File: src/rtl/operand_fetch_pkg.sv
// Shared types and constants for the operand fetch stage.
package operand_fetch_pkg;

  localparam int unsigned RegIdxW = 5;
  localparam logic [RegIdxW-1:0] RegZero = 5'd0;

  typedef enum logic [1:0] {
    StIdle,
    StRead,
    StHold
  } of_state_e;

  // Writes to x0 are architecturally discarded, so they never forward.
  function automatic logic wb_hit(input logic en, input logic [RegIdxW-1:0] wb_adrs,
                                  input logic [RegIdxW-1:0] idx);
    return en && (wb_adrs != RegZero) && (wb_adrs == idx);
  endfunction

endpackage

File: src/rtl/operand_fetch_if.sv
// Decode, register file, writeback and execute signals of the operand fetch stage.
interface operand_fetch_if
  import operand_fetch_pkg::*;
#(
  parameter int unsigned XLEN  = 32,
  parameter int unsigned TAG_W = 8
);
  logic               in_valid;
  logic               in_ready;
  logic [RegIdxW-1:0] in_rs1;
  logic [RegIdxW-1:0] in_rs2;
  logic [TAG_W-1:0]   in_tag;
  logic [RegIdxW-1:0] rs1_adrs;
  logic [RegIdxW-1:0] rs2_adrs;
  logic [XLEN-1:0]    rs1_data;
  logic [XLEN-1:0]    rs2_data;
  logic               wb_en;
  logic [RegIdxW-1:0] wb_rd_adrs;
  logic [XLEN-1:0]    wb_rd_data;
  logic               out_valid;
  logic               out_ready;
  logic [XLEN-1:0]    out_rs1_val;
  logic [XLEN-1:0]    out_rs2_val;
  logic [TAG_W-1:0]   out_tag;

  modport slave (
    input  in_valid, in_rs1, in_rs2, in_tag, rs1_data, rs2_data,
    input  wb_en, wb_rd_adrs, wb_rd_data, out_ready,
    output in_ready, rs1_adrs, rs2_adrs, out_valid, out_rs1_val, out_rs2_val, out_tag
  );

  modport master (
    output in_valid, in_rs1, in_rs2, in_tag, rs1_data, rs2_data,
    output wb_en, wb_rd_adrs, wb_rd_data, out_ready,
    input  in_ready, rs1_adrs, rs2_adrs, out_valid, out_rs1_val, out_rs2_val, out_tag
  );
endinterface

File: src/rtl/operand_fetch_bypass.sv
// Per-operand forwarding: picks the newest value for one source register.
module operand_bypass
  import operand_fetch_pkg::*;
#(
  parameter int unsigned XLEN = 32
) (
  input  logic [RegIdxW-1:0] idx_i,
  input  logic [XLEN-1:0]    held_i,
  input  logic [XLEN-1:0]    saved_i,
  input  logic               bypass_i,
  input  logic [XLEN-1:0]    rf_data_i,
  input  logic               capture_i,
  input  logic               wb_en_i,
  input  logic [RegIdxW-1:0] wb_adrs_i,
  input  logic [XLEN-1:0]    wb_data_i,
  output logic [XLEN-1:0]    out_val_o,
  output logic [XLEN-1:0]    held_d_o
);
  logic            hit;
  logic [XLEN-1:0] read_val;

  always_comb begin
    hit = wb_hit(wb_en_i, wb_adrs_i, idx_i);
    // Live writeback beats the saved accept-cycle write, which beats stale regfile data.
    if (idx_i == RegZero) begin
      read_val = '0;
    end else if (hit) begin
      read_val = wb_data_i;
    end else if (bypass_i) begin
      read_val = saved_i;
    end else begin
      read_val = rf_data_i;
    end
    out_val_o = hit ? wb_data_i : held_i;
    held_d_o  = capture_i ? read_val : out_val_o;
  end

endmodule

File: src/rtl/operand_fetch.sv
// Issue-side operand fetch: regfile read latency absorption plus writeback forwarding.
module operand_fetch
  import operand_fetch_pkg::*;
#(
  parameter int unsigned XLEN  = 32,
  parameter int unsigned TAG_W = 8
) (
  input logic              clk_i,
  input logic              rst_i,
  operand_fetch_if.slave   bus_io
);
  of_state_e          state_q;
  logic               out_valid_q;
  logic [RegIdxW-1:0] idx1_q, idx2_q;
  logic [TAG_W-1:0]   tag_q;
  logic               byp1_q, byp2_q;
  logic [XLEN-1:0]    sav1_q, sav2_q;
  logic [XLEN-1:0]    held1_q, held2_q;
  logic [XLEN-1:0]    held1_d, held2_d;
  logic [XLEN-1:0]    val1, val2;
  logic               in_ready;
  logic               accept;
  logic               capture;

  assign in_ready = (state_q == StIdle) || ((state_q == StHold) && bus_io.out_ready);
  assign accept   = bus_io.in_valid && in_ready;
  assign capture  = (state_q == StRead);

  assign bus_io.in_ready    = in_ready;
  assign bus_io.rs1_adrs    = bus_io.in_rs1;
  assign bus_io.rs2_adrs    = bus_io.in_rs2;
  assign bus_io.out_valid   = out_valid_q;
  assign bus_io.out_rs1_val = val1;
  assign bus_io.out_rs2_val = val2;
  assign bus_io.out_tag     = tag_q;

  operand_bypass #(.XLEN(XLEN)) u_byp1 (
    .idx_i     (idx1_q),
    .held_i    (held1_q),
    .saved_i   (sav1_q),
    .bypass_i  (byp1_q),
    .rf_data_i (bus_io.rs1_data),
    .capture_i (capture),
    .wb_en_i   (bus_io.wb_en),
    .wb_adrs_i (bus_io.wb_rd_adrs),
    .wb_data_i (bus_io.wb_rd_data),
    .out_val_o (val1),
    .held_d_o  (held1_d)
  );

  operand_bypass #(.XLEN(XLEN)) u_byp2 (
    .idx_i     (idx2_q),
    .held_i    (held2_q),
    .saved_i   (sav2_q),
    .bypass_i  (byp2_q),
    .rf_data_i (bus_io.rs2_data),
    .capture_i (capture),
    .wb_en_i   (bus_io.wb_en),
    .wb_adrs_i (bus_io.wb_rd_adrs),
    .wb_data_i (bus_io.wb_rd_data),
    .out_val_o (val2),
    .held_d_o  (held2_d)
  );

  always_ff @(posedge clk_i or posedge rst_i) begin
    if (rst_i) begin
      state_q     <= StIdle;
      out_valid_q <= 1'b0;
      idx1_q      <= RegZero;
      idx2_q      <= RegZero;
      tag_q       <= '0;
      byp1_q      <= 1'b0;
      byp2_q      <= 1'b0;
      sav1_q      <= '0;
      sav2_q      <= '0;
      held1_q     <= '0;
      held2_q     <= '0;
    end else begin
      held1_q <= held1_d;
      held2_q <= held2_d;
      // The regfile returns the pre-write value for an accept-cycle writeback, so keep it.
      if (accept) begin
        idx1_q <= bus_io.in_rs1;
        idx2_q <= bus_io.in_rs2;
        tag_q  <= bus_io.in_tag;
        byp1_q <= wb_hit(bus_io.wb_en, bus_io.wb_rd_adrs, bus_io.in_rs1);
        byp2_q <= wb_hit(bus_io.wb_en, bus_io.wb_rd_adrs, bus_io.in_rs2);
        sav1_q <= bus_io.wb_rd_data;
        sav2_q <= bus_io.wb_rd_data;
      end else if (capture) begin
        byp1_q <= 1'b0;
        byp2_q <= 1'b0;
      end
      unique case (state_q)
        StIdle: begin
          if (accept) state_q <= StRead;
        end
        StRead: begin
          state_q     <= StHold;
          out_valid_q <= 1'b1;
        end
        StHold: begin
          if (bus_io.out_ready) begin
            state_q     <= accept ? StRead : StIdle;
            out_valid_q <= 1'b0;
          end
        end
        default: begin
          state_q     <= StIdle;
          out_valid_q <= 1'b0;
        end
      endcase
    end
  end

endmodule

File: src/flat_wrapper.sv
// flat-port wrapper written by rule: the top's interface ports become plain ports
module operand_fetch_flat import operand_fetch_pkg::*;
#(
  parameter int unsigned XLEN  = 32,
  parameter int unsigned TAG_W = 8
)
  (clk_i, rst_i, bus_io_in_valid, bus_io_in_rs1, bus_io_in_rs2, bus_io_in_tag, bus_io_rs1_data, bus_io_rs2_data, bus_io_wb_en, bus_io_wb_rd_adrs, bus_io_wb_rd_data, bus_io_out_ready, bus_io_in_ready, bus_io_rs1_adrs, bus_io_rs2_adrs, bus_io_out_valid, bus_io_out_rs1_val, bus_io_out_rs2_val, bus_io_out_tag);
  operand_fetch_if #(.XLEN(XLEN), .TAG_W(TAG_W)) bus_io_i ();
  input logic clk_i;
  input logic rst_i;
  input wire logic [$bits(bus_io_i.in_valid)-1:0] bus_io_in_valid;
  input wire logic [$bits(bus_io_i.in_rs1)-1:0] bus_io_in_rs1;
  input wire logic [$bits(bus_io_i.in_rs2)-1:0] bus_io_in_rs2;
  input wire logic [$bits(bus_io_i.in_tag)-1:0] bus_io_in_tag;
  input wire logic [$bits(bus_io_i.rs1_data)-1:0] bus_io_rs1_data;
  input wire logic [$bits(bus_io_i.rs2_data)-1:0] bus_io_rs2_data;
  input wire logic [$bits(bus_io_i.wb_en)-1:0] bus_io_wb_en;
  input wire logic [$bits(bus_io_i.wb_rd_adrs)-1:0] bus_io_wb_rd_adrs;
  input wire logic [$bits(bus_io_i.wb_rd_data)-1:0] bus_io_wb_rd_data;
  input wire logic [$bits(bus_io_i.out_ready)-1:0] bus_io_out_ready;
  output wire logic [$bits(bus_io_i.in_ready)-1:0] bus_io_in_ready;
  output wire logic [$bits(bus_io_i.rs1_adrs)-1:0] bus_io_rs1_adrs;
  output wire logic [$bits(bus_io_i.rs2_adrs)-1:0] bus_io_rs2_adrs;
  output wire logic [$bits(bus_io_i.out_valid)-1:0] bus_io_out_valid;
  output wire logic [$bits(bus_io_i.out_rs1_val)-1:0] bus_io_out_rs1_val;
  output wire logic [$bits(bus_io_i.out_rs2_val)-1:0] bus_io_out_rs2_val;
  output wire logic [$bits(bus_io_i.out_tag)-1:0] bus_io_out_tag;
  assign bus_io_i.in_valid = bus_io_in_valid;
  assign bus_io_i.in_rs1 = bus_io_in_rs1;
  assign bus_io_i.in_rs2 = bus_io_in_rs2;
  assign bus_io_i.in_tag = bus_io_in_tag;
  assign bus_io_i.rs1_data = bus_io_rs1_data;
  assign bus_io_i.rs2_data = bus_io_rs2_data;
  assign bus_io_i.wb_en = bus_io_wb_en;
  assign bus_io_i.wb_rd_adrs = bus_io_wb_rd_adrs;
  assign bus_io_i.wb_rd_data = bus_io_wb_rd_data;
  assign bus_io_i.out_ready = bus_io_out_ready;
  assign bus_io_in_ready = bus_io_i.in_ready;
  assign bus_io_rs1_adrs = bus_io_i.rs1_adrs;
  assign bus_io_rs2_adrs = bus_io_i.rs2_adrs;
  assign bus_io_out_valid = bus_io_i.out_valid;
  assign bus_io_out_rs1_val = bus_io_i.out_rs1_val;
  assign bus_io_out_rs2_val = bus_io_i.out_rs2_val;
  assign bus_io_out_tag = bus_io_i.out_tag;
  operand_fetch #(.XLEN(XLEN), .TAG_W(TAG_W)) u_core (.clk_i(clk_i), .rst_i(rst_i), .bus_io(bus_io_i));
endmodule
File: config.mk
export PLATFORM = sky130hd
export DESIGN_NAME = operand_fetch_flat
export DESIGN_NICKNAME = d
export VERILOG_FILES = /design/src/rtl/operand_fetch_pkg.sv /design/src/rtl/operand_fetch_if.sv /design/src/rtl/operand_fetch_bypass.sv /design/src/rtl/operand_fetch.sv /design/src/flat_wrapper.sv
export SDC_FILE = /design/constraint.sdc
export NUM_CORES = 1
export LEC_CHECK = 0
export BUFFER_PORTS_ARGS = -buffer_cell sky130_fd_sc_hd__buf_2
export CAP_MARGIN = 25
export CORE_MARGIN = 4
export CORE_UTILIZATION = 30
export CTS_CLUSTER_SIZE = 14
export DETAILED_ROUTE_END_ITERATION = 10
export PLACE_DENSITY = 0.58
export RECOVER_POWER = 25
export SYNTH_ARGS = -nofsm -noshare
export SYNTH_HDL_FRONTEND = slang
export SYNTH_SLANG_ARGS = --single-unit
File: constraint.sdc
create_clock -name clk_i -period 9.2 [get_ports clk_i]
set_clock_uncertainty 0.15 [all_clocks]
set_input_delay 0.92 -clock clk_i [delete_from_list [all_inputs] [get_ports clk_i]]
set_output_delay 0.92 -clock clk_i [all_outputs]
set_load 0.01 [all_outputs]
==> results.py, run 1 <==
metrics = {
    "route": {
        "drtPass1Iterations": 6,
        "drc": 0,
        "routed_wl_mm": 21.0,
        "postRouteAntennaNets": 0,
        "vias": 5885,
        "wl_per_cell_um": 17.2,
        "drt_iter0_drc": 253,
        "vias_per_cell": 4.82,
    },
    "clocking": {
        "ctsLongestPathBuffers": 2,
        "numCtsBuffers": 17,
        "clock_latency_ns": 0.40,
        "post_cts_buffers": 0,
        "cts.sinks": 119,
        "htree_levels": 4,
        "cts_hold_buf": 0,
        "cts_resized": 0,
        "cts_root_buffer": "clkbuf_16",
        "path_clk_slew_ns": 0.06,
        "cts_tree": "built",
    },
    "sta": {
        "final-hold-violation-count": 0,
        "hold-worst-slack_ns": 0.349,
        "tightest_slew_ns": 2.58,
        "rsz0062_at_grt": "false",
        "setup_viol": 0,
        "setup_slack_ns": 4.31,
        "tns_ns": 0,
        "final.period_utilization_pct": 53.1,
        "slew_violations": 145,
        "slew_headroom_pct": -72.8,
        "fmax_mhz": 205,
        "min_period_ns": 4.89,
    },
    "yosys": {
        "synth_top_area_share_pct": 41.1,
        "postSynthCellCount": 726,
        "synth_top_area_cell": "dfrtp_1",
        "syn_area_um2": 7240,
        "avgSynthCellArea_um2": 9.97,
        "yosysUniqueCellTypes": 32,
        "yosysWarnings": 0,
        "synth_nets": 850,
        "synth_area_leaders": "dfrtp_1, mux2i_1, o21ai_0",
        "ys_seq_elements": 119,
        "ys_seq_area_share_pct": 41.1,
    },
    "pwr": {
        "ir_worst_vdd_v": 0.000134,
        "sequentialPowerShare_pct": 35.1,
        "power_density_nw_per_um2": 265,
        "total_power_mw": 2.39,
        "combinationalPowerShare_pct": 36.4,
        "intPower_mw": 1.59,
        "clockPowerShare_pct": 28.5,
        "swShare_pct": 33.4,
        "power_switching_mw": 0.797,
        "p_leak_nw": 4.21,
    },
    "global_route": {
        "grt_pass1_wl_mm": 33.5,
        "antenna_found_initial": 1,
        "first_global_vias": 6176,
        "grt_max_degree": 69,
        "groute.usage.overall_pct": 15.9,
        "grt_overflow": 0,
    },
    "worst_setup_path": {
        "cpMostUsedCell": "buf_2",
        "path_max_fanout": 34,
        "crit_slowest_cell": "o211ai_4",
        "crit_family": "simple AND/OR/NAND/NOR gates",
        "max_stage_delay_ns": 0.74,
        "worst_ep_required_time_ns": 8.13,
        "critPathCaptureType": "output port",
        "crit_path_start_kind": "input pin",
        "path_buf_inv": 3,
        "cp_cell_sequence": "buf_2 -> or4_4 -> o211ai_4 -> or2_4 -> buf_4 -> o21ai_0 -> buf_2",
        "critPathArrivalTime_ns": 3.82,
        "criticalPathCategory": "input pin to output port",
    },
    "floorplan": {
        "dieArea_um2": 26700,
        "rows": 56,
        "chipWidth_um": 163,
        "initial_core_util_pct": 30.7,
        "die_y_um": 163,
        "core_area_um2": 23600,
        "io-pin-count": 208,
    },
    "cells_and_area": {
        "fillers": 2380,
        "area_growth_pct": 24.4,
        "drive_above_1_share_pct": 34.1,
        "diodes": 0,
        "final_area_um2": 9000,
        "regArea_um2": 2980,
        "multi_input_area_um2": 3750,
        "layout.nets": 1015,
    },
    "place": {
        "portBuffers": 207,
        "hpwlAfterDp_mm": 14.4,
        "post-place-ws_ns": 4.23,
        "gp_congestion": 0.787,
        "place_area_um2": 8420,
    },
    "job": {
        "cap_violations": 3,
    },
    "run_status": {
        "run_status": "complete, but fails checks",
        "violations": "capacitance limit, slew limit",
    },
    "min_path": {
        "hold_class": "flop to flop",
    },
}
==> final cells by class <==
class	instances	share of cell area (%)
sequential	119	33.1
timing repair buffer	220	12.6
tap	319	4.43
clock inverter	12	1.71
inverter	37	1.56
clock buffer	19	4.92
multi-input combinational	496	41.6
==> stage by stage <==
stage / utilization (%) / cells
after floorplan: - / 726
after global placement: 35.6 / 1190
final: 38.1 / 1222
after detailed placement: 35.6 / 1191
after global routing: 38.1 / 1222
after CTS: 38.2 / 1222
==> synthesized netlist by cell type <==
cell,number
clkbuf_1,44
nand3_1,2
xor2_1,12
inv_1,37
nor2_1,34
buf_4,13
mux2_2,22
o21ai_1,2
mux2_4,28
nor4_1,3
o211ai_1,33
nor2b_1,1
xnor2_1,8
nand2b_1,1
o211ai_2,1
nor3_1,4
a32o_1,2
or4_4,1
a211o_1,32
nand2_1,81
buf_1,3
buf_8,2
buf_2,5
mux2i_1,128
a21oi_1,2
nand4_1,1
or4_1,1
buf_6,7
or2_1,1
o21ai_2,1
o21ai_0,95
dfrtp_1,119
==> placed cells by master, fill, tap and decap left out, drive strengths merged, types with 6 or more instances in the layout <==
master / count
a211o: 32
buf: 217
clkbuf: 22
clkinv: 6
dfrtp: 119
inv: 36
mux2: 50
mux2i: 128
nand2: 81
nor2: 34
o211ai: 34
o21ai: 98
xnor2: 8
xor2: 12
==> layer usage <==
layer	global-route usage (%)	wire length (µm)	vias up
li1	-	-	2869
met1	19.8	9210	2834
met2	27.6	10400	157
met3	3.43	1110	23
met4	4.42	298	2
met5	0	12	-
==> cell families (layout without fill, tap and decap cells) <==
logic type | Yosys count | count (layout) | share of synthesized area [%]
mux | 178 | 178 | 26.9
buf+inv | 111 | 288 | 7.55
xor+xnor | 20 | 20 | 2.42
simple gates | 130 | 130 | 7.24
compound gates | 168 | 168 | 14.7
flops | 119 | 119 | 41.1
==> worst paths after layout <==
check / startpoint / endpoint / slack, ns / cells after the start
worst max-delay path: bus_io_wb_rd_adrs[1] / bus_io_out_rs1_val[31] / 4.31 / 7
worst min-delay path: u_core.bus_io.out_tag[0] / u_core.bus_io.out_tag[0] / 0.35 / 1
min in group asynchronous: rst_i / u_core.held2_q[7] / 1.06 / 2
max in group asynchronous: rst_i / u_core.byp1_q / 6.01 / 3
worst max register to register: u_core.state_q[1] / u_core.byp2_q / 5.90 / 5
worst min register to register: u_core.bus_io.out_tag[0] / u_core.bus_io.out_tag[0] / 0.35 / 1
==> power by group through the flow <==
stage          registers, mW  logic, mW  clock network (mW)
2_1_floorplan          0.812      0.602                   0
3_3_place_gp           0.838      0.871                   0
3_5_place_dp           0.843      0.882                   0
4_1_cts                0.836      0.885               0.705
5_1_grt                0.864      0.975               0.727
6_report               0.836      0.869               0.680
==> sequential cells by signal, indices dropped and copies added, names as in the netlist <==
signal / count
u_core.held1_q: 32
u_core.held2_q: 32
u_core.sav2_q: 32
u_core.bus_io.out_tag: 8
u_core.idx1_q: 5
u_core.idx2_q: 5
u_core.state_q: 2
u_core.bus_io.out_valid: 1
u_core.byp1_q: 1
u_core.byp2_q: 1
(Power assumes the default switching activity.)
==> run 2, diff against run 1 <==
Settings changed: PLACE_DENSITY 0.58 to 0.6.
Clock period 9.2 ns to 4.4 ns, I/O delays scaled along.
==> run 2 against run 1 <==
Against the previous run:
- the flow still finishes with violations (capacitance limit, slew limit)
- sequential power is 110% higher
- core utilization is 0.49 points higher
- via count is 0.75% higher
- worst hold slack worse by 0.24 ns
- non-clock buffer count is 1 higher
- sequential share of layout area is 0.42 points lower
- final cell count is 0.16% higher
- combinational power is 110% higher
- global-route usage is 0.82 points lower
- clock power is 140% higher
- clock-buffer cell count is 1 higher
- worst setup slack worse by 3.1 ns
- largest cell class unchanged
- largest power group unchanged
==> results.py, run 2 (synthesis gave the netlist of run 1 again) <==
metrics = {
    "run_status": {
        "run_status": "complete, but fails checks",
        "violations": "capacitance limit, slew limit",
    },
    "sta": {
        "final-hold-violation-count": 0,
        "setup_viol": 0,
        "final.period_utilization_pct": 73.0,
        "min_period_ns": 3.21,
        "slew_violations": 59,
        "tightest_slew_ns": 2.76,
        "rsz0062_at_grt": "false",
        "slew_headroom_pct": -85.0,
        "tns_ns": 0,
        "fmax_mhz": 312,
        "hold-worst-slack_ns": 0.111,
    },
    "cells_and_area": {
        "drive_above_1_share_pct": 34.5,
        "diodes": 0,
        "area_growth_pct": 26.0,
        "final_util_pct": 38.6,
        "fillers": 2376,
        "final_common_cell": "buf_2",
        "final_area_um2": 9120,
        "reg.largest.list": "u_core.held1_q (32), u_core.held2_q (32), u_core.sav2_q (32)",
        "layout.nets": 1016,
        "mostFrequentLayoutCells": "buf_2, mux2i_1, dfrtp_1, o21ai_0, nand2_1",
    },
    "worst_setup_path": {
        "critPathCaptureType": "output port",
        "worst_ep_required_time_ns": 3.81,
        "max_stage_delay_ns": 0.57,
        "critPathArrivalTime_ns": 2.62,
        "crit_path_start_kind": "flop",
        "criticalPathCategory": "flop to output port",
        "crit_start": "u_core.idx2_q[1]",
        "cp_cell_sequence": "xnor2_1 -> nand3_1 -> nor4_2 -> buf_4 -> mux2_2 -> buf_2",
        "path_max_fanout": 34,
        "r2r_start": "u_core.idx2_q[1]",
        "crit_slowest_cell": "buf_4",
    },
    "route": {
        "routed_wl_mm": 20.3,
        "postRouteAntennaNets": 0,
        "drt_iter0_drc": 298,
        "vias_per_cell": 4.84,
        "drc": 0,
        "wl_per_cell_um": 16.6,
        "vias": 5929,
        "drtPass1Iterations": 4,
    },
    "place": {
        "portBuffers": 207,
        "gp_congestion": 0.805,
        "hpwlAfterDp_mm": 13.9,
        "place_area_um2": 8430,
    },
    "clocking": {
        "htree_levels": 4,
        "path_clk_slew_ns": 0.06,
        "cts_resized": 0,
        "cts.sinks": 119,
        "cts_tree": "built",
        "clock_latency_ns": 0.41,
        "ctsLongestPathBuffers": 2,
        "cts_root_buffer": "clkbuf_16",
        "numCtsBuffers": 17,
        "post_cts_buffers": 0,
        "cts_hold_buf": 0,
    },
    "pwr": {
        "ir_worst_vdd_v": 0.000225,
        "total_power_mw": 5.16,
        "power_density_nw_per_um2": 566,
        "p_leak_nw": 4.27,
    },
    "floorplan": {
        "core_area_um2": 23600,
        "dieArea_um2": 26700,
        "initial_core_util_pct": 30.7,
        "die_y_um": 163,
        "io-pin-count": 208,
        "chipWidth_um": 163,
        "rows": 56,
    },
    "global_route": {
        "antenna_found_initial": 0,
        "first_global_vias": 6056,
        "grt_max_degree": 88,
        "grt_pass1_wl_mm": 32.1,
        "grt_overflow": 0,
        "groute.usage.overall_pct": 15.0,
    },
    "min_path": {
        "min_from": "bus_io_in_tag[2]",
        "hold_class": "input pin to flop",
    },
    "job": {
        "cap_violations": 1,
    },
}
run 2: changes by cell type in the layout (fill, tap and decap cells not counted), sizes merged:
cell,previous run,this run
buf,217,221
bufinv,3,6
clkbuf,22,20
clkinv,6,5
clkinvlp,4,2
run 2: area by class of cell:
| type | instances | area, µm² | area share [%] |
|---|---|---|---|
| inverter | 37 | 140 | 1.54 |
| multi-input combinational | 496 | 3750 | 41.1 |
| clock inverter | 12 | 224 | 2.46 |
| sequential | 119 | 2980 | 32.7 |
| clock buffer | 20 | 447 | 4.90 |
| timing repair buffer | 221 | 1180 | 12.9 |
| tap | 319 | 399 | 4.38 |
run 2: worst max-delay path, delay by kind of cell (launching register included):
family	cells	cell delay, ns
AND/OR/NAND/NOR	2	0.47
XOR/XNOR	1	0.19
multiplexers	1	0.40
flip-flops	1	0.41
buffers and inverters	2	0.71
run 2: metrics by stage:
step / worst slack, ns / cells
3_3_place_gp: 1.37 / 1190
4_1_cts: 1.13 / 1223
6_report: 1.19 / 1224
5_1_grt: 1.04 / 1224
2_1_floorplan: 0.653 / 726
3_5_place_dp: 1.24 / 1191
run 2: worst paths after layout:
path,cells past startpoint,end,slack [ns]
worst min register to register,1,u_core.bus_io.out_tag[4],0.35
max in group asynchronous,2,u_core.held2_q[22],2.19
worst min-delay path,2,u_core.bus_io.out_tag[2],0.11
worst max register to register,5,u_core.held2_q[17],2.13
min in group asynchronous,2,u_core.held2_q[6],0.64
worst max-delay path,6,bus_io_out_rs2_val[0],1.19
run 2: per-layer routing:
metal  track usage (%)  wire length, µm  up-vias  part of all wire [%]
met2              24.9             9660      162                    48
met1              19.9             9460     2874                    47
li1                  -                -     2878                     -
met3              3.41              970       15                   4.8
met4              3.81              216        0                   1.1
met5                 0                0        -                     0
run 2: power breakdown:
group / internal [mW] / switching [mW]
clock: 1.08 / 0.521
sequential: 1.50 / 0.249
combinational: 0.920 / 0.896
==> run 3, diff against run 2 <==
Clock period 4.4 ns to 2.9 ns, I/O delays scaled along.
==> run 3 against run 2 <==
Against the previous run:
- the flow still finishes with violations (capacitance limit, slew limit)
- worst setup slack got worse by 0.94 ns
- via count rose by 0.98%
- total power rose by 51%
- worst hold slack got worse by 0.090 ns
- largest power group unchanged
- highest routed layer is now met5
- routed wire length rose by 4.0%
==> results.py, run 3 (synthesis gave the netlist of run 1 again) <==
metrics = {
    "run_status": {
        "run_status": "complete, but fails checks",
        "violations": "capacitance limit, slew limit",
    },
    "pwr": {
        "p_leak_nw": 4.40,
        "ir_worst_vdd_v": 0.000322,
        "power_density_nw_per_um2": 819,
    },
    "sta": {
        "rsz0062_at_grt": "false",
        "slew_violations": 120,
        "tns_ns": 0,
        "min_period_ns": 2.65,
        "tightest_slew_ns": 1.72,
        "fmax_mhz": 378,
        "setup_slack_ns": 0.254,
        "setup_viol": 0,
        "slew_headroom_pct": -14.9,
        "final.period_utilization_pct": 91.2,
        "final-hold-violation-count": 0,
    },
    "floorplan": {
        "dieArea_um2": 26700,
        "core_area_um2": 23600,
        "io-pin-count": 208,
        "die_y_um": 163,
        "chipWidth_um": 163,
        "rows": 56,
        "initial_core_util_pct": 30.7,
    },
    "route": {
        "vias": 5987,
        "wl_met2_mm": 10.2,
        "met1Wirelength_mm": 9.74,
        "routed_wl_mm": 21.1,
        "wl_per_cell_um": 16.8,
        "dr.max_layer_used": "met5",
        "vias_per_cell": 4.76,
        "postRouteAntennaNets": 0,
        "wl_met3_um": 975,
        "drt_iter0_drc": 260,
        "drtPass1Iterations": 5,
        "drc": 0,
    },
    "clocking": {
        "numCtsBuffers": 17,
        "htree_levels": 4,
        "ctsLongestPathBuffers": 2,
        "cts.sinks": 119,
        "path_clk_slew_ns": 0.06,
        "clock_latency_ns": 0.41,
        "cts_tree": "built",
        "cts_root_buffer": "clkbuf_16",
    },
    "worst_setup_path": {
        "critPathArrivalTime_ns": 2.21,
        "crit_end": "bus_io_out_rs2_val[1]",
        "worst_ep_required_time_ns": 2.46,
        "critPathCaptureType": "output port",
        "r2r_setup_slack_ns": 0.91,
        "r2r-end": "u_core.held1_q[20]",
        "rr_worst_depth": 5,
        "r2r_start": "u_core.idx1_q[1]",
        "crit_start": "u_core.idx2_q[3]",
        "path_max_fanout": 28,
        "crit_path_start_kind": "flop",
        "criticalPathCategory": "flop to output port",
    },
    "global_route": {
        "grt_pass1_wl_mm": 32.8,
        "first_global_vias": 6114,
        "grt_overflow": 0,
        "grt_max_degree": 120,
        "groute.usage.overall_pct": 15.5,
        "antenna_found_initial": 1,
    },
    "cells_and_area": {
        "diodes": 0,
        "final_cells": 1259,
        "layout.nets": 1051,
        "area_growth_pct": 31.3,
        "drive_above_1_share_pct": 33.3,
        "mostFrequentLayoutCells": "buf_2, mux2i_1, dfrtp_1, o21ai_0, nand2_1",
        "final_area_um2": 9500,
        "reg.largest.list": "u_core.held1_q (32), u_core.held2_q (32), u_core.sav2_q (32)",
        "final_common_cell": "buf_2",
    },
    "job": {
        "cap_violations": 1,
    },
    "place": {
        "dp.cells": 1194,
        "place_area_um2": 8550,
        "hpwlAfterDp_mm": 13.7,
        "gp_congestion": 0.764,
        "portBuffers": 207,
        "post-place-ws_ns": 0.295,
    },
    "min_path": {
        "hold_class": "input pin to flop",
    },
}
-- run 3: cell count changes in the layout (fill, tap and decap cells not counted), sizes merged --
| cell | delta |
|---|---|
| clkbuf | +5 |
| bufinv | -2 |
| dlygate4sd3 | +30 |
| clkinvlp | +3 |
| clkinv | -2 |
| buf | -2 |
| inv | +3 |
-- run 3: area by class of cell --
type                       instances  area (µm²)
clock buffer                      18         429
fill                            2351       14100
sequential                       119        2980
inverter                          37         143
clock inverter                    14         199
tap                              319         399
multi-input combinational        496        3760
timing repair buffer             256        1590
-- run 3: how the worst min path moves through the flow --
stage / end / slack [ns] / cells after the start / from
CTS: u_core.idx2_q[0] / 0.0006 / 2 / bus_io_in_rs2[0]
global placement: u_core.bus_io.out_tag[1] / 0.33 / 1 / u_core.bus_io.out_tag[1]
detailed placement: u_core.bus_io.out_tag[0] / 0.34 / 1 / u_core.bus_io.out_tag[0]
floorplan: u_core.held2_q[10] / 0.28 / 2 / bus_io_wb_rd_data[10]
global route: u_core.idx1_q[2] / 0.01 / 2 / bus_io_in_rs1[2]
finish: u_core.idx1_q[2] / 0.02 / 2 / bus_io_in_rs1[2]
-- run 3: repair_timing --
action	4_1_cts	5_1_grt
setup endpoints to repair	32	20
endpoints found under the hold margin	148	0
gates cloned	0	1
gates resized for setup	1	1
pin swaps	0	1
hold buffers	30	0
buffers inserted	0	2
-- run 3: critical path: stages (launching register included) --
cell	delay [ns]
dfrtp_1	0.40
xor2_1	0.20
nor4_4	0.25
buf_4	0.18
buf_12	0.23
mux2_2	0.36
buf_2	0.14
-- run 3: metal layers --
| layer | GRT usage [%] | vias to the layer above |
|---|---|---|
| met3 | 3.63 | 14 |
| met1 | 20.4 | 2873 |
| met2 | 26.0 | 147 |
| li1 | - | 2951 |
| met5 | 0 | - |
| met4 | 3.16 | 2 |
-- run 3: report_power, final --
part / total (mW) / switching, mW / leakage [nW] / internal [mW]
clock: 2.29 / 0.843 / 0.294 / 1.45
sequential: 2.65 / 0.378 / 1.37 / 2.28
combinational: 2.84 / 1.38 / 2.74 / 1.45
total: 7.78 / 2.60 / 4.40 / 5.18
-- run 3: metrics by stage --
step           hold WS, ns  power (mW)  util [%]
6_report            0.0212        7.78      40.2
4_1_cts           0.000631        7.88      40.2
2_1_floorplan        0.278        4.49         -
3_5_place_dp         0.337        5.50      36.2
3_3_place_gp         0.334        5.45      36.2
5_1_grt             0.0116        8.31      40.2
